### src/rtl/hazard_fwd_ctrl.sv
// Pipeline hazard detection and operand-forwarding control for a 5-stage core.
// Optional feature macro: HAZ_FWD_EN (defined: EX/MEM forwarding; undefined: stall on every RAW match).
module hazard_fwd_ctrl (
  input  logic        clk,
  input  logic        rst,
  input  logic [2:0]  id_rs,
  input  logic [2:0]  id_rt,
  input  logic        id_rs_used,
  input  logic        id_rt_used,
  input  logic        id_valid,
  input  logic [2:0]  ex_wreg,
  input  logic        ex_regwrite,
  input  logic        ex_memread,
  input  logic        ex_valid,
  input  logic        branch_taken,
  input  logic        mem_stall,
  output logic [1:0]  forwardA,
  output logic [1:0]  forwardB,
  output logic        stall_fetch,
  output logic        bubble_ex,
  output logic        flush_if_id,
  output logic        freeze_all,
  output logic [15:0] stall_cnt
);

  typedef enum logic [1:0] {
    RUN     = 2'b00,
    FREEZE  = 2'b01,
    LUSTALL = 2'b10
  } state_t;

  state_t      state_r;
  state_t      state_nxt_s;
  logic [2:0]  mem_wreg_r;
  logic        mem_rw_r;
  logic [2:0]  wb_wreg_r;
  logic        wb_rw_r;
  logic        ex_bubble_r;
  logic [1:0]  fwd_a_r;
  logic [1:0]  fwd_b_r;
  logic [15:0] stall_cnt_r;

  logic        ex_live_s;
  logic        ex_wr_s;
  logic        ex_hit_s;
  logic        mem_hit_s;
  logic        wb_hit_s;
  logic        lu_s;
  logic        stall_fetch_s;
  logic        bubble_ex_s;
  logic        flush_if_id_s;
  logic        freeze_all_s;

  function automatic logic src_hit(input logic used, input logic [2:0] src,
                                   input logic [2:0] dst);
    return used & (src == dst);
  endfunction

`ifdef HAZ_FWD_EN
  function automatic logic [1:0] fwd_sel(input logic used, input logic [2:0] src,
                                         input logic ex_wr, input logic [2:0] ex_dst,
                                         input logic mem_wr, input logic [2:0] mem_dst);
    if (ex_wr & src_hit(used, src, ex_dst)) begin
      return 2'b10;
    end else if (mem_wr & src_hit(used, src, mem_dst)) begin
      return 2'b01;
    end else begin
      return 2'b00;
    end
  endfunction
`endif

  // RAW match detection against the EX, MEM and WB destinations
  always_comb begin
    ex_live_s = ex_valid & ~ex_bubble_r;
    ex_wr_s   = ex_regwrite & ex_live_s;
    ex_hit_s  = ex_wr_s  & (src_hit(id_rs_used, id_rs, ex_wreg) |
                            src_hit(id_rt_used, id_rt, ex_wreg));
    mem_hit_s = mem_rw_r & (src_hit(id_rs_used, id_rs, mem_wreg_r) |
                            src_hit(id_rt_used, id_rt, mem_wreg_r));
    wb_hit_s  = wb_rw_r  & (src_hit(id_rs_used, id_rs, wb_wreg_r) |
                            src_hit(id_rt_used, id_rt, wb_wreg_r));
`ifdef HAZ_FWD_EN
    lu_s = id_valid & ex_memread & ex_hit_s;
`else
    // Without forwarding a load and an ALU result must both reach the register file first
    lu_s = id_valid & ((ex_memread & ex_hit_s) | ex_hit_s | mem_hit_s | wb_hit_s);
`endif
  end

  // Pipeline control with priority freeze > branch > load-use
  always_comb begin
    stall_fetch_s = 1'b0;
    bubble_ex_s   = 1'b0;
    flush_if_id_s = 1'b0;
    freeze_all_s  = 1'b0;
    if (!rst) begin
      stall_fetch_s = 1'b0;
    end else if (mem_stall) begin
      freeze_all_s  = 1'b1;
      stall_fetch_s = 1'b1;
    end else if (branch_taken) begin
      flush_if_id_s = 1'b1;
      bubble_ex_s   = 1'b1;
    end else if (lu_s) begin
      stall_fetch_s = 1'b1;
      bubble_ex_s   = 1'b1;
    end else begin
      stall_fetch_s = 1'b0;
    end
  end

  // Next-state logic
  always_comb begin
    state_nxt_s = state_r;
    case (state_r)
      RUN: begin
        if (mem_stall) begin
          state_nxt_s = FREEZE;
        end else if (!branch_taken && lu_s) begin
          state_nxt_s = LUSTALL;
        end else begin
          state_nxt_s = RUN;
        end
      end
      FREEZE: begin
        if (mem_stall) begin
          state_nxt_s = FREEZE;
        end else begin
          state_nxt_s = RUN;
        end
      end
      LUSTALL: begin
        if (mem_stall) begin
          state_nxt_s = FREEZE;
        end else begin
          state_nxt_s = RUN;
        end
      end
      default: state_nxt_s = RUN;
    endcase
  end

  // State register
  always_ff @(posedge clk or negedge rst) begin
    if (!rst) begin
      state_r <= RUN;
    end else begin
      state_r <= state_nxt_s;
    end
  end

  // MEM/WB destination tracking; ex_bubble_r marks a NOP sitting in EX
  always_ff @(posedge clk or negedge rst) begin
    if (!rst) begin
      mem_wreg_r  <= 3'd0;
      mem_rw_r    <= 1'b0;
      wb_wreg_r   <= 3'd0;
      wb_rw_r     <= 1'b0;
      ex_bubble_r <= 1'b0;
    end else if (!freeze_all_s) begin
      mem_wreg_r  <= ex_wreg;
      mem_rw_r    <= ex_wr_s;
      wb_wreg_r   <= mem_wreg_r;
      wb_rw_r     <= mem_rw_r;
      ex_bubble_r <= bubble_ex_s;
    end
  end

  // Forward selects, one cycle ahead of their use in EX
  always_ff @(posedge clk or negedge rst) begin
    if (!rst) begin
      fwd_a_r <= 2'b00;
      fwd_b_r <= 2'b00;
    end else if (freeze_all_s) begin
      fwd_a_r <= fwd_a_r;
      fwd_b_r <= fwd_b_r;
    end else if (bubble_ex_s) begin
      fwd_a_r <= 2'b00;
      fwd_b_r <= 2'b00;
    end else begin
`ifdef HAZ_FWD_EN
      fwd_a_r <= fwd_sel(id_rs_used, id_rs, ex_wr_s, ex_wreg, mem_rw_r, mem_wreg_r);
      fwd_b_r <= fwd_sel(id_rt_used, id_rt, ex_wr_s, ex_wreg, mem_rw_r, mem_wreg_r);
`else
      fwd_a_r <= 2'b00;
      fwd_b_r <= 2'b00;
`endif
    end
  end

  // Saturating stall counter
  always_ff @(posedge clk or negedge rst) begin
    if (!rst) begin
      stall_cnt_r <= 16'd0;
    end else if (stall_fetch_s && (stall_cnt_r != 16'hFFFF)) begin
      stall_cnt_r <= stall_cnt_r + 16'd1;
    end else begin
      stall_cnt_r <= stall_cnt_r;
    end
  end

  assign forwardA    = fwd_a_r;
  assign forwardB    = fwd_b_r;
  assign stall_fetch = stall_fetch_s;
  assign bubble_ex   = bubble_ex_s;
  assign flush_if_id = flush_if_id_s;
  assign freeze_all  = freeze_all_s;
  assign stall_cnt   = stall_cnt_r;

endmodule

### config.mk
export PLATFORM = sky130hd
export DESIGN_NAME = hazard_fwd_ctrl
export DESIGN_NICKNAME = d
export VERILOG_FILES = /design/src/rtl/hazard_fwd_ctrl.sv
export SDC_FILE = /design/constraint.sdc
export NUM_CORES = 1
export LEC_CHECK = 0
export ABC_CLOCK_PERIOD_IN_PS = 1830
export CORE_MARGIN = 5
export CORE_UTILIZATION = 42
export CTS_CLUSTER_SIZE = 24
export DETAILED_ROUTE_END_ITERATION = 8
export GPL_TIMING_DRIVEN = 0
export PLACE_DENSITY = 0.82
export SLEW_MARGIN = 20
export SYNTH_ARGS = -nofsm -noshare
export SYNTH_HDL_FRONTEND = slang
export SYNTH_SLANG_ARGS = --single-unit
export TNS_END_PERCENT = 5
### constraint.sdc
create_clock -name clk -period 1.83 [get_ports clk]
set_input_delay 0.2745 -clock clk [delete_from_list [all_inputs] [get_ports clk]]
set_output_delay 0.2745 -clock clk [all_outputs]
set_load 0.005 [all_outputs]
==> Word-level counts from Yosys, hierarchy flattened <==
Index checks and enable logic that the tools add are counted.
{ "classes": {"add_sub_neg": 1, "n_eq_ne": 7, "muxes": 12, "bitwise_logic": 20, "n_reduce_logical": 1} }
{ "ops": {"columns": ["op", "count"], "rows": [
  ["3-bit equality test", 6],
  ["16-bit by 1-bit adder with 16-bit output (second input constant)", 1],
  ["16-bit inequality test (second input constant)", 1],
  ["1-bit AND", 13],
  ["1-bit two-way mux", 12],
  ["1-bit OR", 6],
  ["1-bit logical AND", 1],
  ["1-bit inverter", 1]
]} }
{ "totals": {"reg_bits": 25, "out_inout_bits": 24, "elab_cells": 47} }

==> Depth between registers and ports, before layout <==
Gate-level depths: netlist of the first run.
{ "logic_depth": {"ltp_word": 14, "ltp_mapped": 8, "ltp_nobuf": 7} }

==> Worst setup path after synthesis of the first run <==
Ideal clock, no wire load.
{ "synth_path": {"path_kind": "reg2reg", "startpoint": "register stall_cnt_r[0], in the netlist stall_cnt[0]", "endpoint": "register stall_cnt_r[14], in the netlist stall_cnt[14]", "setup_ps": 124, "arrival_ps": 1706, "slack_ps": -1, "stages_incl_launch_ff": 8, "path_buffers": 0, "synth_period_minus_slack_ps": 1831, "cell_sequence": "dfrtp_1 -> ha_1 -> nand3_1 -> nor2_1 -> nand2_1 -> o221ai_2 -> or4_4 -> xnor2_2"} }
{ "synth_between": {"elab_chain_cells": 2, "word_cells_on_any_way": 3, "classes_between": "1 x add/sub; 1 x eq/ne; 1 x reduce/logical"} }
{ "synth_lines": {"columns": ["element", "line_no", "text"], "rows": [
  ["start: declaration", "41", "logic [15:0] stall_cnt_r;"],
  ["start signal: assignment", "197", "stall_cnt_r <= stall_cnt_r + 16'd1;"],
  ["start signal: assignment", "199", "stall_cnt_r <= stall_cnt_r;"],
  ["parallel branches: the longest is 2 deep, another holds 16-bit by 1-bit adder with 16-bit output", null, null]
]} }
Parallel ways; which one is timed is not known.
A chain may end at the register's enable or synchronous reset.

==> Worst setup path after layout of the first run <==
{ "layout_path": {"startpoint": "register mem_wreg_r[2]", "endpoint": "output bubble_ex"} }
{ "layout_between": {"elab_chain_cells": 11, "word_cells_on_any_way": 13, "classes_between": "2 x eq/ne; 4 x mux; 7 x bitwise"} }
{ "layout_lines": {"columns": ["element", "line_no", "text"], "rows": [
  ["start: declaration", "34", "logic [2:0] mem_wreg_r;"],
  ["start signal: assignment", "162", "mem_wreg_r <= ex_wreg;"],
  ["3-bit equality test", "56", "return used & (src == dst);"],
  ["1-bit AND", "56", null],
  ["1-bit OR *", "79", "mem_hit_s = mem_rw_r & (src_hit(id_rs_used, id_rs, mem_wreg_r) |"],
  ["1-bit AND *", "79", null],
  ["1-bit OR * (2 in a row)", "87", "lu_s = id_valid & ((ex_memread & ex_hit_s) | ex_hit_s | mem_hit_s | wb_hit_s);"],
  ["1-bit AND *", "87", null],
  ["1-bit two-way mux *", "105", "end else if (lu_s) begin"],
  ["1-bit two-way mux *", "102", "end else if (branch_taken) begin"],
  ["1-bit two-way mux *", "99", "end else if (mem_stall) begin"],
  ["1-bit two-way mux *", "97", "if (!rst) begin"],
  ["end: declaration", "20", "output logic bubble_ex,"]
]} }
Every way passes the cells marked *; elsewhere a longest branch is shown, timed or not.

==> flow_summary.json, run 1 <==
{
  "status": "complete, but fails checks",
  "violations": "setup timing",
  "synthTopCellsByArea": "dfrtp_1 42%, xnor2_1 11%, xor2_1 7.7%",
  "drc_errors": 0,
  "setup_tns_ns": -3.37,
  "cts_tree": "done",
  "synth_seq_cells": 25,
  "die_w_um": 69.3,
  "die_h_um": 69.3,
  "synth_top_area_share_pct": 42.4,
  "num_antenna_cells": 0,
  "start_util_pct": 43.9,
  "power_frac_clock_pct": 17.3,
  "cts.sinks": 25,
  "synth.cells.most_frequent": "25 x dfrtp_1, 19 x xnor2_1, 13 x xor2_1",
  "ir_drop_mv": 0.383,
  "vias_per_cell": 4.99,
  "yosysMostFrequentCell": "dfrtp_1",
  "seq_area_frac_synth_pct": 42.4,
  "cp.arrival_ns": 1.84,
  "drtIter0Drc": 77,
  "start_kind": "flop",
  "vias": 1203,
  "wirelength_um": 3710,
  "grt_pass1_wl_um": 6290,
  "clock.fmax_ghz": 0.473,
  "synth.avg_cell_area_um2": 11.0,
  "syn_to_final_growth_pct": 51.3,
  "p_leak_nw": 0.996,
  "tightest_slew_ns": 0.508,
  "power.density_mw_per_mm2": 632,
  "clk_pin_slew_ns": 0.14,
  "cts_buffers": 3,
  "drv_cap": 0,
  "gp_congestion": 0.862,
  "skew_ns": 0.0137,
  "row_count": 21,
  "fin_area_mm2": 0.00223,
  "synth_top_area_cell": "dfrtp_1",
  "clk_latency_ns": 0.32,
  "wl_per_cell_um": 15.4,
  "r2r_setup_slack_ns": -0.21,
  "track_usage_pct": 15.9,
  "cts_buffer_depth": 2,
  "hold_viol_final": 0,
  "synthCells": 134,
  "fin_ws_ns": -0.285,
  "cts_root_buffer": "clkbuf_4",
  "drt_first_pass_iters": 4,
  "fin_nets": 216,
  "min_path_type": "input port to flop",
  "grt_max_degree": 26,
  "setup_viol": 19,
  "grt-ovfl-total": 0,
  "slew_violations": 0,
  "ys.flop_type": "dfrtp_1",
  "path_max_fanout": 4,
  "ys_warn_count": 0,
  "io_buffers": 37,
  "cts_max_level": 1,
  "synth_area_mm2": 0.00148,
  "internal_power_mw": 0.979,
  "io_pins": 43,
  "sequentialPowerShare_pct": 50.8,
  "core_mm2": 0.00336,
  "synth.distinct_cells": 36,
  "grt_setup_unrepaired": "yes",
  "die-area_mm2": 0.00480,
  "crit_required_ns": 1.56,
  "switching_power_mw": 0.433,
  "ant_nets": 0,
  "layout-drive-gt1-share_pct": 34.9,
  "cp-end-kind": "output port",
  "synth-edff-count": 0,
  "grt_pass1_vias": 1291,
  "finalCritPeriodShare_pct": 116,
  "comb_power_share_pct": 31.9,
  "fin_crit_ns": 2.11,
  "placed_area_mm2": 0.00193,
  "dp_hpwl_um": 2480,
  "hold_slack_ns": 0.193,
  "finalPower_mw": 1.41,
  "antenna_found_initial": 0,
  "async_reset_ff_share_pct": 100,
  "slew_headroom_pct": 65.9,
  "swShare_pct": 30.7,
  "crit_type": "flop to output port",
  "dp_slack_ns": -0.752
}
final cells by class:
type / instances / area, um^2
fillers: 266 / 1130
multi-input cells: 103 / 935
flip-flops and latches: 25 / 629
repair buffers: 54 / 518
plain buffers: 7 / 60.1
well taps: 46 / 57.6
clock buffers: 4 / 26.3
inverters: 2 / 7.51
worst max-delay path, stage by stage (launching register included):
cell and delay [ns]:
dfrtp_1 0.45, xnor2_1 0.21, nand4_1 0.13, a21boi_2 0.20, nor3_2 0.06, nor2b_1 0.14
buf_4 0.12, o211a_1 0.12, buf_2 0.10
sequential cells by signal, summed over array words and instances, names as in the netlist:
register / cells
mem_rw_r: 1
wb_rw_r: 1
mem_wreg_r: 3
stall_cnt: 16
wb_wreg_r: 3
ex_bubble_r: 1
path summary, 6_finish.rpt:
path / from / endpoint / cells after the start
worst max-delay path: mem_wreg_r[2] / bubble_ex / 8
min in group asynchronous: rst / mem_rw_r / 3
max in group asynchronous: rst / mem_wreg_r[1] / 3
worst min-delay path: rst / ex_bubble_r / 2
worst max register to register: wb_wreg_r[2] / stall_cnt[1] / 8
worst min register to register: stall_cnt[15] / stall_cnt[15] / 1
placed cells by master, fill, tap and decap left out, types with 2 or more instances in the layout:
master | netlist | final
xor2_1 | 13 | 13
dfrtp_1 | 25 | 22
xnor2_2 | 1 | 5
nor2b_1 | 2 | 2
buf_6 | 2 | 10
conb_1 | 1 | 4
nand3_1 | 3 | 2
nor3_2 | 0 | 7
nand4_1 | 9 | 9
xnor2_1 | 19 | 15
inv_1 | 2 | 2
nand2b_1 | 3 | 3
clkbuf_4 | 0 | 3
dfrtp_2 | 0 | 3
a21boi_2 | 2 | 2
mux2_2 | 7 | 7
dlygate4sd2_1 | 0 | 8
buf_4 | 4 | 13
nor4_4 | 1 | 3
clkdlybuf4s50_1 | 0 | 24
buf_2 | 0 | 2
nor2_2 | 2 | 2
nand2_1 | 9 | 9
nor4_1 | 3 | 3
cells by family (layout without fill, tap and decap cells):
kind of cell    after synthesis  after routing  share of synthesized area, %
compound gates                8              8                          5.34
xor+xnor                     33             33                          20.1
fa+ha+maj                     1              1                         0.847
buf+inv                       9             67                          4.32
flops                        25             25                          42.4
mux                           8              8                          6.10
other cells                   1              4                         0.254
simple gates                 49             49                          20.7
metrics by stage:
| stage | instances | util (%) |
|---|---|---|
| after global placement | 220 | 57.4 |
| after CTS | 239 | 64.2 |
| after floorplan | 137 | - |
| after global routing | 241 | 66.4 |
| final | 241 | 66.4 |
| after detailed placement | 220 | 57.3 |
power by group through the flow:
stage | clock network (mW) | logic, mW | registers (mW)
2_1_floorplan | 0 | 0.183 | 0.697
3_3_place_gp | 0 | 0.367 | 0.704
3_5_place_dp | 0 | 0.376 | 0.712
4_1_cts | 0.258 | 0.426 | 0.706
5_1_grt | 0.273 | 0.488 | 0.732
6_report | 0.245 | 0.450 | 0.718
per-layer routing:
| metal | vias up | global-route usage (%) | wire (um) |
|---|---|---|---|
| li1 | 588 | - | - |
| met1 | 580 | 19.2 | 1570 |
| met2 | 30 | 27.8 | 1930 |
| met3 | 5 | 4.49 | 181 |
| met4 | 0 | 4.12 | 36 |
| met5 | - | 0 | 0 |
repair_timing:
| item | 4_1_cts | 5_1_grt |
|---|---|---|
| setup endpoints to repair | 20 | 20 |
| hold buffers | 2 | 0 |
| setup buffers | 16 | 2 |
| gates resized for setup | 43 | 14 |
| pin swaps | 15 | 13 |
| endpoints found under the hold margin | 25 | 0 |
| cloned | 1 | 0 |
Power figures use the tool's default switching activity.
==> run 2, diff against run 1 <==
--- a/config.mk
+++ b/config.mk
@@ -7,11 +7,11 @@
 export LEC_CHECK = 0
 export ABC_CLOCK_PERIOD_IN_PS = 1830
 export CORE_MARGIN = 5
-export CORE_UTILIZATION = 42
+export CORE_UTILIZATION = 25
 export CTS_CLUSTER_SIZE = 24
 export DETAILED_ROUTE_END_ITERATION = 8
 export GPL_TIMING_DRIVEN = 0
-export PLACE_DENSITY = 0.82
+export PLACE_DENSITY = 0.56
 export SLEW_MARGIN = 20
 export SYNTH_ARGS = -nofsm -noshare
 export SYNTH_HDL_FRONTEND = slang
==> run 2 against run 1 <==
The run still ends with setup timing left. Die area grew 57%. Largest cell class unchanged. Cell area shrank 4.1%. Utilization fell by 30 points. Highest routed layer unchanged. Cell count up 10%. Register-to-register slack improved by 0.09 ns. Critical path depth is 1 higher. Flip-flop and latch count is the same. Combinational power fell by 8.2%. First-iteration DRC count is 81% lower. Sequential power decreased by 2.9%.
==> flow_summary.json, run 2 (synthesis results as in run 1) <==
{
  "syn_to_final_growth_pct": 45.1,
  "violations": "setup timing",
  "cts_buffers": 3,
  "cts_root_buffer": "clkbuf_8",
  "power.density_mw_per_mm2": 675,
  "grt_max_degree": 26,
  "fin_nets": 211,
  "worstSetupStartpoint": "mem_wreg_r[0]",
  "hold_viol_final": 0,
  "crit_type": "flop to flop",
  "antenna_found_initial": 0,
  "grt_pass1_wl_um": 5840,
  "min_path_type": "input port to flop",
  "drt_first_pass_iters": 3,
  "cp-end-kind": "flop",
  "grt-ovfl-total": 0,
  "dp_hpwl_um": 2410,
  "ir_drop_mv": 0.432,
  "vias": 1141,
  "io_pins": 43,
  "cp.arrival_ns": 2.10,
  "slew_violations": 0,
  "r2r_setup_slack_ns": -0.12,
  "die_w_um": 86.9,
  "setup_viol": 15,
  "crit_required_ns": 1.98,
  "cts_tree": "done",
  "die-area_mm2": 0.00754,
  "largest_register_ffs": 16,
  "start_kind": "flop",
  "gp_congestion": 0.706,
  "finish.utilization_pct": 36.8,
  "start_util_pct": 25.4,
  "fin_ws_ns": -0.119,
  "final_common_cell": "dfrtp_1",
  "cp-endpoint": "stall_cnt[10]",
  "core_mm2": 0.00582,
  "clk_latency_ns": 0.27,
  "skew_ns": 0.00882,
  "wl_per_cell_um": 12.7,
  "dp.cells": 249,
  "clk_pin_slew_ns": 0.10,
  "drtIter0Drc": 15,
  "cts.sinks": 25,
  "wirelength_um": 3370,
  "row_count": 28,
  "num_antenna_cells": 0,
  "reg2reg_depth": 9,
  "path_max_fanout": 10,
  "placed_area_mm2": 0.00196,
  "cts_max_level": 1,
  "fin_area_mm2": 0.00214,
  "r2r-end": "stall_cnt[10]",
  "clock.fmax_ghz": 0.513,
  "grt_pass1_vias": 1237,
  "setup_tns_ns": -1.43,
  "track_usage_pct": 9.51,
  "fillers": 620,
  "io_buffers": 37,
  "holdPathStages": 2,
  "grt_setup_unrepaired": "yes",
  "die_h_um": 86.9,
  "final_cell_count_no_fill": 265,
  "r2r_start": "mem_wreg_r[0]",
  "drv_cap": 0,
  "p_leak_nw": 0.927,
  "fin_crit_ns": 1.95,
  "status": "complete, but fails checks",
  "final_cell_mix": "25 x dfrtp_1, 23 x clkdlybuf4s50_1, 19 x xnor2_1, 13 x xor2_1, 12 x buf_4",
  "vias_per_cell": 4.31,
  "layout-drive-gt1-share_pct": 26.3,
  "cts_buffer_depth": 2,
  "drc_errors": 0,
  "finalCritPeriodShare_pct": 106,
  "ant_nets": 0
}
-- run 2: changes by cell type in the layout (fill, tap and decap cells not counted), sizes merged --
cell / change
buf: -5
clkbuf: -2
clkdlybuf4s15: +1
clkdlybuf4s50: -1
clkinvlp: +1
dlygate4sd2: +1
-- run 2: how the worst min path moves through the flow --
stage                 start             to  slack [ns]
finish                  rst    ex_bubble_r        0.25
global route            rst    ex_bubble_r        0.25
detailed placement      rst  stall_cnt[12]        0.37
CTS                     rst    ex_bubble_r        0.25
global placement    wb_rw_r        wb_rw_r        0.48
floorplan               rst    ex_bubble_r       -0.02
-- run 2: layer usage --
metal	share of wire, %	GRT usage, %	wire length [um]	up-vias
met3	5.4	1.89	183	2
met1	43	12.1	1470	547
met5	0	0	0	-
li1	-	-	-	573
met4	0.68	2.55	23	0
met2	50	16.3	1700	19
-- run 2: through the flow --
stage	total power [mW]	hold WS (ns)	setup WS, ns
final	1.45	0.254	-0.119
after CTS	1.47	0.247	-0.125
after floorplan	0.880	-0.0211	0.0316
after global placement	1.08	0.483	-1.58
after global routing	1.54	0.254	-0.274
after detailed placement	1.08	0.369	-0.756
-- run 2: area by class of cell --
type,instances,area (um^2),share of cell area (%)
Sequential cell,25,626,29.2
Clock inverter,1,7.51,0.350
Timing Repair Buffer,49,470,22.0
Inverter,2,7.51,0.350
Clock buffer,3,41.3,1.93
Multi-Input combinational cell,103,836,39.0
Tap cell,75,93.8,4.38
Buffer,7,60.1,2.80
-- run 2: timing repair --
| action | in CTS | in global routing |
|---|---|---|
| resized for setup | 32 | 3 |
| endpoints found under the hold margin | 25 | 0 |
| pin swaps | 13 | 7 |
| setup endpoints to repair | 27 | 20 |
| setup buffers | 12 | 0 |
| hold buffers | 2 | 0 |
-- run 2: where the power goes --
part | internal (mW) | switching [mW] | leakage (nW) | total (mW)
registers | 0.615 | 0.0818 | 0.321 | 0.697
clock network | 0.154 | 0.182 | 0.0217 | 0.336
logic | 0.257 | 0.156 | 0.584 | 0.413
total | 1.03 | 0.420 | 0.927 | 1.45
-- run 2: worst max-delay path: stages, from the launching register on --
cell and delay [ns]:
dfrtp_1 0.43, xnor2_1 0.15, nand4_1 0.12, a21boi_2 0.08
buf_4 0.13, buf_6 0.11, nor4_4 0.40, buf_6 0.21
nor3_1 0.07, xor2_1 0.14
==> run 3, diff against run 2 <==
--- a/config.mk
+++ b/config.mk
@@ -5,13 +5,15 @@
 export SDC_FILE = /design/constraint.sdc
 export NUM_CORES = 1
 export LEC_CHECK = 0
+export ABC_AREA = 1
 export ABC_CLOCK_PERIOD_IN_PS = 1830
 export CORE_MARGIN = 5
 export CORE_UTILIZATION = 25
 export CTS_CLUSTER_SIZE = 24
 export DETAILED_ROUTE_END_ITERATION = 8
+export DONT_BUFFER_PORTS = 1
 export GPL_TIMING_DRIVEN = 0
-export PLACE_DENSITY = 0.56
+export PLACE_DENSITY = 0.47
 export SLEW_MARGIN = 20
 export SYNTH_ARGS = -nofsm -noshare
 export SYNTH_HDL_FRONTEND = slang
==> run 3 against run 2 <==
The run now ends clean. Maximum frequency is 8.0% higher. Critical path depth is 1 higher. Worst hold slack worse by 0.12 ns. Combinational power is 30% lower. Highest routed layer unchanged. Sequential power is 3% higher. Largest power group unchanged. Flip-flop and latch count stayed put. Cell count is 42% higher. Sequential share of layout area is 1.5 points higher. Global-route usage is 0.72 points higher.
==> flow_summary.json, run 3 <==
{
  "antenna_found_initial": 0,
  "status": "complete, no violations",
  "largest_register_ffs": 16,
  "fin_crit_ns": 1.80,
  "drt_first_pass_iters": 4,
  "syn_to_final_growth_pct": 16.5,
  "cts_root_buffer": "clkbuf_8",
  "wirelength_um": 4350,
  "cpMostUsedCell": "nand2_1",
  "clk_pin_slew_ns": 0.09,
  "cts_buffers": 3,
  "power.density_mw_per_mm2": 650,
  "synth.distinct_cells": 23,
  "wl_per_cell_um": 11.6,
  "io_pins": 43,
  "die-area_mm2": 0.00880,
  "grt_pass1_wl_um": 7370,
  "crit_type": "flop to output port",
  "crit_required_ns": 1.56,
  "start_util_pct": 25.7,
  "ant_nets": 0,
  "multi_input_area_um2": 996,
  "synth.cells.most_frequent": "121 x nand2_1, 26 x nor2_1, 25 x dfrtp_1",
  "grt-ovfl-total": 0,
  "synth_area_mm2": 0.00176,
  "cp_slowest_cell": "dfrtp_1",
  "min_path_type": "input port to flop",
  "gp_congestion": 0.836,
  "core_mm2": 0.00683,
  "skew_ns": 0.00387,
  "ys.flop_type": "dfrtp_1",
  "clk_latency_ns": 0.26,
  "reg2reg_depth": 14,
  "setup_tns_ns": 0,
  "ys_warn_count": 0,
  "holdPathStages": 2,
  "finalPower_mw": 1.33,
  "row_count": 30,
  "grt_pass1_vias": 1641,
  "p_leak_nw": 1.10,
  "clock.fmax_ghz": 0.554,
  "drv_cap": 0,
  "path_max_fanout": 5,
  "hold_viol_final": 0,
  "fillers": 795,
  "setup_viol": 0,
  "grt_setup_unrepaired": "yes",
  "seq_area_frac_synth_pct": 35.6,
  "cp.arrival_ns": 1.53,
  "synth_top_area_share_pct": 35.6,
  "io_buffers": 0,
  "slew_violations": 0,
  "layout-drive-gt1-share_pct": 12.5,
  "cts.sinks": 25,
  "synth.avg_cell_area_um2": 6.60,
  "num_antenna_cells": 0,
  "crit_chain": "nand2_1 > nand2_1 > nor2_1 > nand2_1 > nand2_1 > nand2_1 > nand3_2 > nand3_2 > nand2_4 > buf_8",
  "cts_tree": "done",
  "synthCells": 266,
  "vias": 1564,
  "ir_drop_mv": 0.339,
  "cpPeakStageDelay_ns": 0.42,
  "die_w_um": 93.8,
  "die_h_um": 93.8,
  "track_usage_pct": 10.2,
  "r2r_setup_slack_ns": 0.09,
  "start_kind": "flop",
  "fin_nets": 301,
  "regArea_um2": 628,
  "grt_max_degree": 26,
  "drtIter0Drc": 42,
  "async_reset_ff_share_pct": 100,
  "cts_buffer_depth": 2,
  "finalCritPeriodShare_pct": 98.6,
  "synthTopCellsByArea": "dfrtp_1 36%, nand2_1 26%, nand3_1 6.3%",
  "yosysMostFrequentCell": "nand2_1",
  "cp-end-kind": "output port",
  "vias_per_cell": 4.16,
  "synth_top_area_cell": "dfrtp_1",
  "dp_hpwl_um": 3280,
  "final_common_cell": "nand2_1",
  "final_cell_mix": "121 x nand2_1, 26 x nor2_1, 23 x dfrtp_1, 22 x nand3_1, 21 x inv_1",
  "drc_errors": 0,
  "synth_seq_cells": 25,
  "cts_max_level": 1,
  "synth-edff-count": 0
}
run 3: cell count changes after synthesis, sizes merged, moves of 4 or more:
cell	before	now
mux2	8	0
o21ai	1	7
xnor2	20	5
nor3	8	1
nand2	9	124
xor2	13	9
nand4	9	2
nor4	6	1
nor2	3	28
inv	2	27
nand3	3	25
run 3: path summary, 6_finish.rpt:
kind                                   start       endpoint
worst max-delay path            wb_wreg_r[0]    stall_fetch
worst min-delay path              ex_wreg[2]  mem_wreg_r[2]
worst max register to register  wb_wreg_r[0]  stall_cnt[11]
worst min register to register       wb_rw_r        wb_rw_r
max in group asynchronous                rst   stall_cnt[0]
min in group asynchronous                rst   stall_cnt[7]
run 3: stage by stage:
stage / area (um^2) / utilization, % / instances / hold slack (ns) / setup WS (ns)
2_1_floorplan: 1770 / - / 269 / -0.0211 / 0.238
3_3_place_gp: 1890 / 27.6 / 365 / -0.0202 / -0.0556
3_5_place_dp: 1890 / 27.6 / 365 / -0.0202 / -0.0178
4_1_cts: 1980 / 28.9 / 372 / 0.126 / 0.000365
5_1_grt: 2050 / 30.0 / 376 / 0.143 / -0.121
6_report: 2050 / 30.0 / 376 / 0.132 / 0.0252
run 3: area by class of cell:
type,count,share of cell area [%]
Tap cell,96,5.87
Buffer,8,3.30
Inverter,27,4.95
Clock buffer,4,2.20
Sequential cell,25,30.7
Timing Repair Buffer,7,4.34
Multi-Input combinational cell,209,48.7
run 3: logic make-up after synthesis:
family,after synthesis,share of synthesized area (%)
xor gates and xnor gates,14,6.98
other,1,0.213
buffers and inverters,35,9.05
and+or+nand+nor,182,45.2
AOI/OAI and AO/OA,8,2.28
adders and majority gates,1,0.712
DFF,25,35.6
run 3: what timing repair did:
action / CTS / global route
resized for setup: 2 / 10
hold endpoints to repair: 25 / 0
setup buffers: 1 / 3
pin swaps: 1 / 5
hold buffers: 2 / 0
cloned: 0 / 1
endpoints found under the setup margin: 12 / 13
run 3: critical path: cells and delay by family, from the launching register on:
kind | cells | cell delay, ns
flops | 1 | 0.42
buf+inv | 1 | 0.12
simple gates | 9 | 0.72
run 3: report_power, final:
| group | switching, mW | total [mW] | internal [mW] |
|---|---|---|---|
| Clock | 0.167 | 0.322 | 0.155 |
| Sequential | 0.102 | 0.716 | 0.614 |
| Combinational | 0.155 | 0.291 | 0.136 |
| Total | 0.424 | 1.33 | 0.906 |
run 3: routing by layer:
layer  track usage (%)  vias to the layer above  share of wire [%]
li1                  -                      833                  -
met1              12.0                      697                 42
met2              18.2                       32                 49
met3              2.96                        2                8.2
met4              2.53                        0               0.55
met5                 0                        -                  0
